### config.mk
export PLATFORM = sky130hd
export DESIGN_NAME = shift_arbiter
export DESIGN_NICKNAME = d
export VERILOG_FILES = /design/src/rtl/shifter_pkg.sv /design/src/rtl/shift_step.sv /design/src/rtl/shift_arbiter.sv
export SDC_FILE = /design/constraint.sdc
export NUM_CORES = 1
export LEC_CHECK = 0
export BUFFER_PORTS_ARGS = -buffer_cell sky130_fd_sc_hd__buf_4
export CORE_ASPECT_RATIO = 2
export CORE_MARGIN = 1.5
export CORE_UTILIZATION = 44
export CTS_BUF_LIST = sky130_fd_sc_hd__clkbuf_16
export DETAILED_ROUTE_END_ITERATION = 12
export PLACE_DENSITY_LB_ADDON = 0.05
export REMOVE_ABC_BUFFERS = 1
export SLEW_MARGIN = 40
export SYNTH_ARGS = -nofsm -noshare
export SYNTH_HDL_FRONTEND = slang
export SYNTH_SLANG_ARGS = --single-unit
### constraint.sdc
create_clock -name clk -period 1.65 [get_ports clk]
set_clock_uncertainty 0.2 [all_clocks]
set_input_delay 0.0825 -clock clk [delete_from_list [all_inputs] [get_ports clk]]
set_output_delay 0.0825 -clock clk [all_outputs]
set_load 0.01 [all_outputs]
### src/rtl/shifter_pkg.sv
// Shared types and sizing for the two-port shift arbiter.
package shifter_pkg;

    localparam int WIDTH = 8;
    localparam int CNT_W = 3;
    localparam int NPORT = 2;

    typedef enum logic [1:0] {
        IDLE  = 2'd0,
        SHIFT = 2'd1,
        DONE  = 2'd2
    } state_t;

    // Two-way round-robin: on contention the port not served last wins.
    function automatic logic rr_pick(input logic [1:0] req, input logic last);
        logic pick;
        if (req == 2'b11) begin
            pick = ~last;
        end else if (req[1]) begin
            pick = 1'b1;
        end else begin
            pick = 1'b0;
        end
        return pick;
    endfunction

endpackage

### src/rtl/shift_step.sv
// One combinational 1-bit shift/rotate step with carry-out of the bit shifted away.
module shift_step #(
    parameter int W = shifter_pkg::WIDTH
) (
    input  logic [W-1:0] value,
    input  logic         right,
    input  logic         rotate,
    output logic [W-1:0] result,
    output logic         co
);

    // Single shift in the selected direction; fill bit is the wrapped bit or zero.
    always_comb begin
        result = value;
        co     = 1'b0;
        if (right) begin
            co     = value[0];
            result = {(rotate ? value[0] : 1'b0), value[W-1:1]};
        end else begin
            co     = value[W-1];
            result = {value[W-2:0], (rotate ? value[W-1] : 1'b0)};
        end
    end

endmodule

### src/rtl/shift_arbiter.sv
// Round-robin arbiter in front of a shared multi-cycle shifter: one bit per SHIFT cycle,
// result and last carry-out held until the next capture.
module shift_arbiter #(
    parameter int WIDTH = shifter_pkg::WIDTH,
    parameter int NPORT = shifter_pkg::NPORT
) (
    input  logic                               clk,
    input  logic                               rst,
    input  logic [NPORT-1:0]                   req,
    input  logic [NPORT*WIDTH-1:0]             din,
    input  logic [NPORT*shifter_pkg::CNT_W-1:0] cnt,
    input  logic [NPORT-1:0]                   right,
    input  logic [NPORT-1:0]                   rotate,
    output logic [NPORT-1:0]                   gnt,
    output logic                               busy,
    output logic                               done,
    output logic                               done_id,
    output logic [WIDTH-1:0]                   dout,
    output logic                               co
);

    import shifter_pkg::*;

    state_t             state_r, state_s;
    logic [CNT_W-1:0]   cnt_r, cnt_s;
    logic [WIDTH-1:0]   dout_r, dout_s;
    logic               co_r, co_s;
    logic               right_r, right_s;
    logic               rot_r, rot_s;
    logic               id_r, id_s;
    logic               last_r, last_s;
    logic [NPORT-1:0]   gnt_r, gnt_s;
    logic               busy_r, done_r;
    logic               win_s;
    logic [WIDTH-1:0]   step_val_s;
    logic               step_co_s;

    // The working value lives in the result register, so dout shows progress while shifting.
    shift_step #(.W(WIDTH)) u_step (
        .value  (dout_r),
        .right  (right_r),
        .rotate (rot_r),
        .result (step_val_s),
        .co     (step_co_s)
    );

    // Next-state, capture and shift datapath.
    always_comb begin
        state_s = state_r;
        cnt_s   = cnt_r;
        dout_s  = dout_r;
        co_s    = co_r;
        right_s = right_r;
        rot_s   = rot_r;
        id_s    = id_r;
        last_s  = last_r;
        gnt_s   = '0;
        win_s   = rr_pick(req, last_r);
        case (state_r)
            IDLE: begin
                if (|req) begin
                    dout_s       = win_s ? din[2*WIDTH-1:WIDTH] : din[WIDTH-1:0];
                    cnt_s        = win_s ? cnt[2*CNT_W-1:CNT_W] : cnt[CNT_W-1:0];
                    right_s      = right[win_s];
                    rot_s        = rotate[win_s];
                    co_s         = 1'b0;
                    id_s         = win_s;
                    last_s       = win_s;
                    gnt_s[win_s] = 1'b1;
                    state_s      = (cnt_s == '0) ? DONE : SHIFT;
                end else begin
                    state_s = IDLE;
                end
            end
            SHIFT: begin
                dout_s  = step_val_s;
                co_s    = step_co_s;
                cnt_s   = cnt_r - CNT_W'(1);
                state_s = (cnt_r == CNT_W'(1)) ? DONE : SHIFT;
            end
            DONE: begin
                state_s = IDLE;
            end
            default: begin
                state_s = IDLE;
            end
        endcase
    end

    // State and registered outputs; reset aborts any operation in flight.
    always_ff @(posedge clk or posedge rst) begin
        if (rst) begin
            state_r <= IDLE;
            cnt_r   <= '0;
            dout_r  <= '0;
            co_r    <= 1'b0;
            right_r <= 1'b0;
            rot_r   <= 1'b0;
            id_r    <= 1'b0;
            last_r  <= 1'b1;
            gnt_r   <= '0;
            busy_r  <= 1'b0;
            done_r  <= 1'b0;
        end else begin
            state_r <= state_s;
            cnt_r   <= cnt_s;
            dout_r  <= dout_s;
            co_r    <= co_s;
            right_r <= right_s;
            rot_r   <= rot_s;
            id_r    <= id_s;
            last_r  <= last_s;
            gnt_r   <= gnt_s;
            busy_r  <= (state_s == SHIFT);
            done_r  <= (state_s == DONE);
        end
    end

    assign gnt     = gnt_r;
    assign busy    = busy_r;
    assign done    = done_r;
    assign done_id = id_r;
    assign dout    = dout_r;
    assign co      = co_r;

endmodule

==> flow_summary.ini <==
[status]
outcome = finished, final reports clean

[global_routing]
overflow = 0
track_usage = 0.275
grt_pass1_vias = 1366
grt_max_degree = 13
grt_pass1_wl_mm = 6.07
antenna_found_initial = 0

[yosys]
synth_edf_count = 0
synth_top_cell_by_area = dfrtp_1
synth_warnings = 0
syn_area_mm2 = 0.00124
synth_seq_area_share = 0.445
synthTopCellsByArea = dfrtp_1 42%, mux2i_1 4.0%, nor3_1 4.0%
yosysTopAreaCellShare = 0.423
synthCells = 128
ys_seq_elements = 22
synth_ff_type = dfrtp_1
netlist-cell-type-count = 35
async_reset_ff_frac = 1.00
syn_area_per_cell_um2 = 9.70

[worst_hold_path]
hp-start = cnt[5]
min_to = cnt_r[2]$_DFFE_PP0P_
whs_path_depth = 3
hold_class = in -> reg

[routing]
drcViolationCount = 0
routed_wl_mm = 3.91
first_iter_violations = 21
wl_per_cell_um = 16.8
routed_via_density = 5.79
vias = 1344
antenna_left = 0
first_pass_iters = 4

[sta]
fin_crit_sh = 0.982
finalHoldViolCount = 0
worst_slack_ns = 0.0303
period_needed_ns = 1.62
slew_headroom = 0.660
tightest_slew_ns = 0.509
max_freq_ghz = 0.617
finalSetupViolations = 0
report.final.slew_viol_count = 0

[critical_path]
worstRegToRegCells = 3
critPathKind = reg -> reg
startpoint_type = flip-flop
worst-r2r-setup-slack_ns = 0.03
path_max_fanout = 3
endpoint_kind = flip-flop
startpoint = last_r$_DFFE_PP1P_
cp.arrival_ns = 1.55
worstPathRequired_ns = 1.58
r2r-start = last_r$_DFFE_PP1P_
reg2reg_to = cnt_r[2]$_DFFE_PP0P_

[clock_network]
clkSinkCount = 22
clk_pin_slew_ns = 0.06
cts_made_buffers = 3
clk_latency_ns = 0.25
htreeDepth = 1
cts_tree = yes
cts_buffer_depth = 2
cts_setup_buffers = 0
root_buffer = clkbuf_16

[placed_design]
portBuffers = 43
finalWeightedCongestion = 0.738
dp_hpwl_mm = 2.77
pre_cts_ws_ns = -0.0501
place_inst = 207

[power]
switching_share = 0.385
power.leakage_nw = 0.942
intPower_w = 0.00215
power_w = 0.00349
p_comb_frac = 0.546
power_frac_clock = 0.147
power_density_mw_per_mm2 = 1740
vdd_ir_drop_max_v = 0.00106
p_switching_w = 0.00134
p_seq_frac = 0.307

[die]
die_h_um = 78.1
start_util = 0.459
dieArea_mm2 = 0.00317
core_mm2 = 0.00270
die_x_um = 40.6
io-pin-count = 44
rows = 27

[flow_run]
drv_cap = 0

[finish]
drive_gt1_frac = 0.379
layout_commonest_cell = buf_4
fin_nets = 236
stdcell_count = 232
syn2layout_area_growth_pct = 61.5
final_cell_mix = 60 x buf_4, 21 x dlygate4sd3_1, 19 x dfrtp_1
antenna-diode-count = 0
## routing by layer
| metal | part of all wire | routed length, um | GRT usage | up-vias |
|---|---|---|---|---|
| li1 | - | - | - | 631 |
| met3 | 0.028 | 110 | 0.0282 | 8 |
| met1 | 0.37 | 1460 | 0.309 | 669 |
| met2 | 0.58 | 2260 | 0.490 | 36 |
| met5 | 0 | 0 | 0 | - |
| met4 | 0.019 | 75 | 0.0967 | 0 |
## timing repair
action	CTS	global route
pin swaps	2	0
gates resized for setup	1	10
cloned	0	0
hold buffers	21	0
hold endpoints to repair	19	0
setup endpoints to repair	6	15
## area by class of cell
cell class                 instances  area, um2
tap                               29       36.3
clock buffer                       3       75.1
multi-input combinational         89        641
clock inverter                     1       3.75
fill                             209        698
timing repair buffer              82        672
inverter                           6       22.5
sequential                        22        554
## stage by stage
step                 util  setup TNS (ns)  instance area (um2)  hold slack (ns)
floorplan               -          -0.856                 1190           -0.129
global placement    0.622               0                 1680          -0.0678
detailed placement  0.622          -0.177                 1680          -0.0574
CTS                 0.731        -0.00984                 1970           0.0222
global route        0.742        -0.00965                 2000           0.0333
finish              0.742               0                 2000           0.0247
## synthesized netlist by cell type, types with 4 or more instances
master,instances
a211oi_1,4
a21oi_1,4
a31oi_1,4
buf_2,4
clkbuf_1,6
dfrtp_1,21
inv_1,6
mux2i_1,5
nand2_1,8
nand3_1,6
nor2b_1,4
nor3_1,10
o21ai_0,7
o221ai_1,4
## state kept, by name, summed over array words and instances, names as in the netlist
signal / flops
busy: 1
last_r: 1
co: 1
right_r: 1
state_r: 2
done: 1
gnt: 2
rot_r: 1
done_id: 1
dout: 8
cnt_r: 3
## cell families (layout without fill, tap and decap cells)
family | after synthesis | count (layout) | share of synthesized area
compound gates | 42 | 42 | 0.248
fa+ha+maj | 2 | 2 | 0.0202
buf+inv | 17 | 92 | 0.0615
flops | 22 | 22 | 0.445
mux | 9 | 9 | 0.0796
simple gates | 36 | 36 | 0.146
## power groups by stage
stage / Combinational (W) / Sequential, W / Clock (W)
floorplan: 0.000901 / 0.00111 / 0
global placement: 0.00178 / 0.00106 / 0
detailed placement: 0.00182 / 0.00107 / 0
CTS: 0.00186 / 0.00106 / 0.000517
global route: 0.00208 / 0.00111 / 0.000545
finish: 0.00191 / 0.00107 / 0.000512
## worst max-delay path by stage
| stage | end | depth (start not counted) | slack (ns) |
|---|---|---|---|
| after global placement | done$_DFF_PP0_ | 4 | 0.02 |
| after detailed placement | busy$_DFF_PP0_ | 4 | -0.05 |
| after global routing | dout[1]$_DFFE_PP0P_ | 5 | -0.008 |
| after floorplan | cnt_r[2]$_DFFE_PP0P_ | 3 | -0.26 |
| final | cnt_r[2]$_DFFE_PP0P_ | 3 | 0.03 |
| after CTS | cnt_r[0]$_DFFE_PP0P_ | 5 | -0.008 |
## worst max-delay path: stages (launching register included)
cell     delay, ns
dfstp_2       0.54
a21bo_4       0.14
mux2_4        0.30
a221o_1       0.32
(Power assumes the default switching activity.)
